## src/rtl/router_sync.sv

```systemverilog
// Glue between the 1x3 router FSM and its three output FIFOs: address latch,
// write-strobe steering, full/valid reporting and per-channel stall watchdogs.

module router_sync_wdog #(
    parameter int TIMEOUT = 30,
    parameter int CNT_W   = 5
) (
    input  logic clock,
    input  logic resetn,
    input  logic vld,
    input  logic rd,
    output logic soft_reset
);
    localparam logic [CNT_W-1:0] LAST = CNT_W'(TIMEOUT - 1);

    logic [CNT_W-1:0] cnt;
    logic             stall;

    assign stall = vld & ~rd;

    // Any read or empty cycle restarts the count; the terminal stalled edge
    // wraps the counter so a still-stuck FIFO pulses again TIMEOUT edges later.
    always_ff @(posedge clock or negedge resetn) begin
        if (!resetn) begin
            cnt        <= '0;
            soft_reset <= 1'b0;
        end else if (stall) begin
            if (cnt == LAST) begin
                cnt        <= '0;
                soft_reset <= 1'b1;
            end else begin
                cnt        <= cnt + CNT_W'(1);
                soft_reset <= 1'b0;
            end
        end else begin
            cnt        <= '0;
            soft_reset <= 1'b0;
        end
    end
endmodule

module router_sync #(
    parameter int TIMEOUT = 30,
    parameter int CNT_W   = 5
) (
    input  logic       clock,
    input  logic       resetn,
    input  logic       detect_add,
    input  logic [1:0] data_in,
    input  logic       write_enb_reg,
    input  logic       read_enb_0,
    input  logic       read_enb_1,
    input  logic       read_enb_2,
    input  logic       empty_0,
    input  logic       empty_1,
    input  logic       empty_2,
    input  logic       full_0,
    input  logic       full_1,
    input  logic       full_2,
    output logic [2:0] write_enb,
    output logic       fifo_full,
    output logic       vld_out_0,
    output logic       vld_out_1,
    output logic       vld_out_2,
    output logic       soft_reset_0,
    output logic       soft_reset_1,
    output logic       soft_reset_2
);
    localparam int NUM_CH = 3;

    logic [1:0]        addr;
    logic [NUM_CH-1:0] empty_v, full_v, rd_v, vld_v, srst_v;

    assign empty_v = {empty_2, empty_1, empty_0};
    assign full_v  = {full_2, full_1, full_0};
    assign rd_v    = {read_enb_2, read_enb_1, read_enb_0};
    assign vld_v   = ~empty_v;

    // 2'b11 means "no destination" until the first header arrives.
    always_ff @(posedge clock or negedge resetn) begin
        if (!resetn)
            addr <= 2'b11;
        else if (detect_add)
            addr <= data_in;
    end

    always_comb begin
        write_enb = '0;
        if (write_enb_reg) begin
            case (addr)
                2'b00:   write_enb = 3'b001;
                2'b01:   write_enb = 3'b010;
                2'b10:   write_enb = 3'b100;
                default: write_enb = 3'b000;
            endcase
        end
    end

    always_comb begin
        fifo_full = 1'b0;
        case (addr)
            2'b00:   fifo_full = full_v[0];
            2'b01:   fifo_full = full_v[1];
            2'b10:   fifo_full = full_v[2];
            default: fifo_full = 1'b0;
        endcase
    end

    genvar g;
    generate
        for (g = 0; g < NUM_CH; g++) begin : g_wdog
            router_sync_wdog #(.TIMEOUT(TIMEOUT), .CNT_W(CNT_W)) u_wdog (
                .clock      (clock),
                .resetn     (resetn),
                .vld        (vld_v[g]),
                .rd         (rd_v[g]),
                .soft_reset (srst_v[g])
            );
        end
    endgenerate

    assign vld_out_0    = vld_v[0];
    assign vld_out_1    = vld_v[1];
    assign vld_out_2    = vld_v[2];
    assign soft_reset_0 = srst_v[0];
    assign soft_reset_1 = srst_v[1];
    assign soft_reset_2 = srst_v[2];
endmodule

```

## config.mk

```make
export PLATFORM = sky130hd
export DESIGN_NAME = router_sync
export DESIGN_NICKNAME = d
export VERILOG_FILES = /design/src/rtl/router_sync.sv
export SDC_FILE = /design/constraint.sdc
export NUM_CORES = 1
export LEC_CHECK = 0
export BUFFER_PORTS_ARGS = -buffer_cell sky130_fd_sc_hd__buf_2
export CELL_PAD_IN_SITES_DETAIL_PLACEMENT = 1
export CELL_PAD_IN_SITES_GLOBAL_PLACEMENT = 2
export CORE_UTILIZATION = 31
export CTS_CLUSTER_SIZE = 28
export DETAILED_ROUTE_END_ITERATION = 7
export PLACE_DENSITY_LB_ADDON = 0.1
export SYNTH_ARGS = -nofsm -noshare
export SYNTH_HDL_FRONTEND = slang
export SYNTH_SLANG_ARGS = --single-unit
export TNS_END_PERCENT = 5
```

## constraint.sdc

```tcl
create_clock -name clock -period 1.3 [get_ports clock]
set_input_delay 0.26 -clock clock [delete_from_list [all_inputs] [get_ports clock]]
set_output_delay 0.26 -clock clock [all_outputs]
set_load 0.005 [all_outputs]
```

==> flow_metrics.env <==
export IMPL_cellLeakagePower_nw=0.569
export IMPL_clock_sinks=20
export IMPL_timing_worst_slew_pin_value_ps=440
export IMPL_number_of_cells_in_the_design_after_placement=137
export IMPL_wl_mm=1.63
export IMPL_wp_data_arrival_ps=1270
export IMPL_worst_setup_path_type="reg -> out"
export IMPL_place_port_buffers=24
export IMPL_detailedPlace_worstSlack_ps=96.7
export IMPL_placed_cell_area_sq_um=1050
export IMPL_cts_buffer_depth=2
export IMPL_first_global_vias=686
export IMPL_seq_area_frac_synth_pct=56.4
export IMPL_cts_tree="built"
export IMPL_nets=133
export IMPL_whs_endpoint="g_wdog[1].u_wdog.soft_reset"
export IMPL_post_route_cells_drive_above_1_share_pct=28.8
export IMPL_drtIter0Drc=5
export IMPL_post_synth_num_cell_types=17
export IMPL_tritoncts_num_buffers=3
export IMPL_start_point_of_the_worst_min_delay_path="read_enb_1"
export IMPL_via_per_inst=4.71
export IMPL_core_area_sq_um=2730
export IMPL_syn_num_nets=103
export IMPL_rrSetupSlack_ps=210
export IMPL_vias=669
export IMPL_timing_rr_start="g_wdog[2].u_wdog.cnt[1]"
export IMPL_n_antenna_cell=0
export IMPL_fin_hold_ws_ps=112
export IMPL_post_synth_inst_count=82
export IMPL_worst_ep_required_time_ps=1040
export IMPL_finalCritPeriodShare_pct=117
export IMPL_final_critical_path_setup_slack_ps=-226
export IMPL_finClkSkew_ps=12.3
export IMPL_synth_warnings=0
export IMPL_slew_violations=0
export IMPL_synth_top_area_share_pct=50.5
export IMPL_clock_root_buffer="sky130_fd_sc_hd__clkbuf_4"
export IMPL_yosys_area_top_type="sky130_fd_sc_hd__dfrtp_1"
export IMPL_grt_start_max_net_pins=21
export IMPL_final_util_pct=40.7
export IMPL_grt_setup_unrepaired="yes"
export IMPL_worst_setup_path_end_kind="primary output"
export IMPL_worst_hold_path_num_cells=2
export IMPL_final_instance_count_excl_fill=142
export IMPL_clock_insertion_delay_worst_skew_ps=300
export IMPL_cp_start_kind="flip-flop"
export IMPL_global_route_overflow=0
export IMPL_min_delay_path_class="in -> reg"
export IMPL_timing_final_hold_violations=0
export IMPL_drv_max_cap_violation_count=0
export IMPL_areaGrowthSynthToFinish_pct=24.8
export IMPL_finish_instance_area_sq_um=1110
export IMPL_rows=19
export IMPL_gr_usage_all_layers_pct=12.2
export IMPL_cp_max_fo=6
export IMPL_setup_violations=4
export IMPL_remaining_drc_errors=0
export IMPL_reg2reg_depth=5
export IMPL_dp_hpwl_mm=1.26
export IMPL_effective_utilization_at_floorplan_pct=32.6
export IMPL_post_cts_resized=0
export IMPL_detailedRoute_firstPassIterationCount=2
export IMPL_r2r_end="g_wdog[2].u_wdog.cnt[4]"
export IMPL_floorplan_die_height_microns=55.6
export IMPL_worst_setup_path_startpoint="addr[1]"
export IMPL_violated_checks="setup timing"
export IMPL_antenna_found_initial=0
export IMPL_clock_tree_htree_level_count=1
export IMPL_global_route_wire_length_before_repair_mm=2.88
export IMPL_worst_ir_drop_vdd_v=0.000697
export IMPL_wl_per_cell_microns=11.5
export IMPL_power_density_nw_per_um2=1140
export IMPL_clk_pin_slew_worst_paths_ps=120
export IMPL_ys_ff_latch=20
export IMPL_die_area_sq_um=3100
export IMPL_synth_cell_area_sq_um=892
export IMPL_ant_nets=0
export IMPL_mean_instance_size_in_the_synthesized_netlist_sq_um=10.9
export IMPL_place_gp_congestion=0.729
export IMPL_synth_area_leaders="sky130_fd_sc_hd__dfrtp_1 (50%), sky130_fd_sc_hd__ha_1 (8.4%), sky130_fd_sc_hd__nor2_1 (7.6%)"
export IMPL_die_w_microns=55.6
export IMPL_final_period_minus_worst_setup_slack_ps=1530
export IMPL_clock_fmax_ghz=0.655
export IMPL_timing_max_slew_rel_slack_pct=70.6
export IMPL_pin_count=25
export IMPL_outcome="finished, violations left"
what timing repair did:
action / CTS / global route
buffers inserted: 0 / 0
endpoints found under the hold margin: 18 / 0
endpoints found under the setup margin: 4 / 4
pin swaps: 0 / 0
hold buffers: 1 / 0
power breakdown:
group          leakage, nW  switching [mW]  total (mW)  internal (mW)
clock               0.0279           0.193       0.504          0.312
sequential           0.269          0.0171       0.659          0.642
combinational        0.271          0.0501       0.101         0.0509
total                0.569           0.260        1.26           1.00
layer usage:
| layer | routed length (microns) | global-route usage, % |
|---|---|---|
| met1 | 666 | 13.2 |
| met2 | 886 | 21.7 |
| met3 | 59 | 3.26 |
| met4 | 13 | 6.43 |
| met5 | 0 | 0 |
sequential cells by signal, summed over array words and instances (netlist names):
signal and flops:
g_wdog.u_wdog.soft_reset 3, g_wdog.u_wdog.cnt 15, addr 2
cell usage in the layout, fill, tap and decap left out:
master and count:
sky130_fd_sc_hd__buf_2 24, sky130_fd_sc_hd__nor2_1 18, sky130_fd_sc_hd__dfrtp_1 18, sky130_fd_sc_hd__inv_1 6, sky130_fd_sc_hd__nand3_1 6, sky130_fd_sc_hd__xor2_1 6
sky130_fd_sc_hd__ha_1 6, sky130_fd_sc_hd__nand4_1 3, sky130_fd_sc_hd__nand2_1 3, sky130_fd_sc_hd__xnor2_1 3, sky130_fd_sc_hd__nor3_1 3, sky130_fd_sc_hd__clkbuf_4 3
sky130_fd_sc_hd__and3b_1 2, sky130_fd_sc_hd__mux2_2 2, sky130_fd_sc_hd__dfstp_2 2, sky130_fd_sc_hd__mux2i_1 1, sky130_fd_sc_hd__nand3b_1 1, sky130_fd_sc_hd__o21ai_1 1
sky130_fd_sc_hd__nor3b_1 1, sky130_fd_sc_hd__bufinv_16 1, sky130_fd_sc_hd__dlygate4sd3_1 1
cells in the mapped netlist:
library cell / n
sky130_fd_sc_hd__xnor2_1: 3
sky130_fd_sc_hd__ha_1: 6
sky130_fd_sc_hd__inv_1: 6
sky130_fd_sc_hd__xor2_1: 6
sky130_fd_sc_hd__nand3b_1: 1
sky130_fd_sc_hd__nor3b_1: 1
sky130_fd_sc_hd__nand3_1: 6
sky130_fd_sc_hd__o21ai_1: 1
sky130_fd_sc_hd__and3b_1: 2
sky130_fd_sc_hd__nor3_1: 3
sky130_fd_sc_hd__nor2_1: 18
sky130_fd_sc_hd__dfstp_2: 2
sky130_fd_sc_hd__nand2_1: 3
sky130_fd_sc_hd__nand4_1: 3
sky130_fd_sc_hd__mux2i_1: 1
sky130_fd_sc_hd__mux2_2: 2
sky130_fd_sc_hd__dfrtp_1: 18
through the flow:
stage	total power, mW	TNS [ps]
after floorplan	0.711	0
after global placement	0.770	0
after detailed placement	0.774	0
after CTS	1.30	-620
after global routing	1.33	-730
final	1.26	-507
cell type report:
cell class / instances / area (sq um)
Clock inverter: 1 / 30.0
Tap cell: 31 / 38.8
Inverter: 6 / 22.5
Sequential cell: 20 / 503
Fill cell: 325 / 1620
Clock buffer: 3 / 22.5
Multi-Input combinational cell: 56 / 367
Timing Repair Buffer: 25 / 130
worst max path at each step:
stage | end | slack (ps) | depth (start not counted)
global placement | fifo_full | 130 | 3
finish | fifo_full | -230 | 3
detailed placement | fifo_full | 100 | 3
CTS | fifo_full | -260 | 3
floorplan | fifo_full | 250 | 2
global route | fifo_full | -290 | 3
logic make-up (layout without fill, tap and decap cells):
| family | after synthesis | in the layout | synth area share, % |
|---|---|---|---|
| XOR/XNOR | 9 | 9 | 8.84 |
| AND/OR/NAND/NOR | 37 | 37 | 19.6 |
| flip-flops | 20 | 20 | 56.4 |
| AO/OA/AOI/OAI | 1 | 1 | 0.560 |
| buffers and inverters | 6 | 35 | 2.52 |
| multiplexers | 3 | 3 | 3.65 |
| adder cells (fa/ha/maj) | 6 | 6 | 8.41 |
critical path, stage by stage, from the launching register on:
cell and delay (ps):
sky130_fd_sc_hd__dfstp_2 590, sky130_fd_sc_hd__mux2i_1 190, sky130_fd_sc_hd__o21ai_1 70, sky130_fd_sc_hd__buf_2 120
Note: power is estimated with default switching activity, not from simulation.
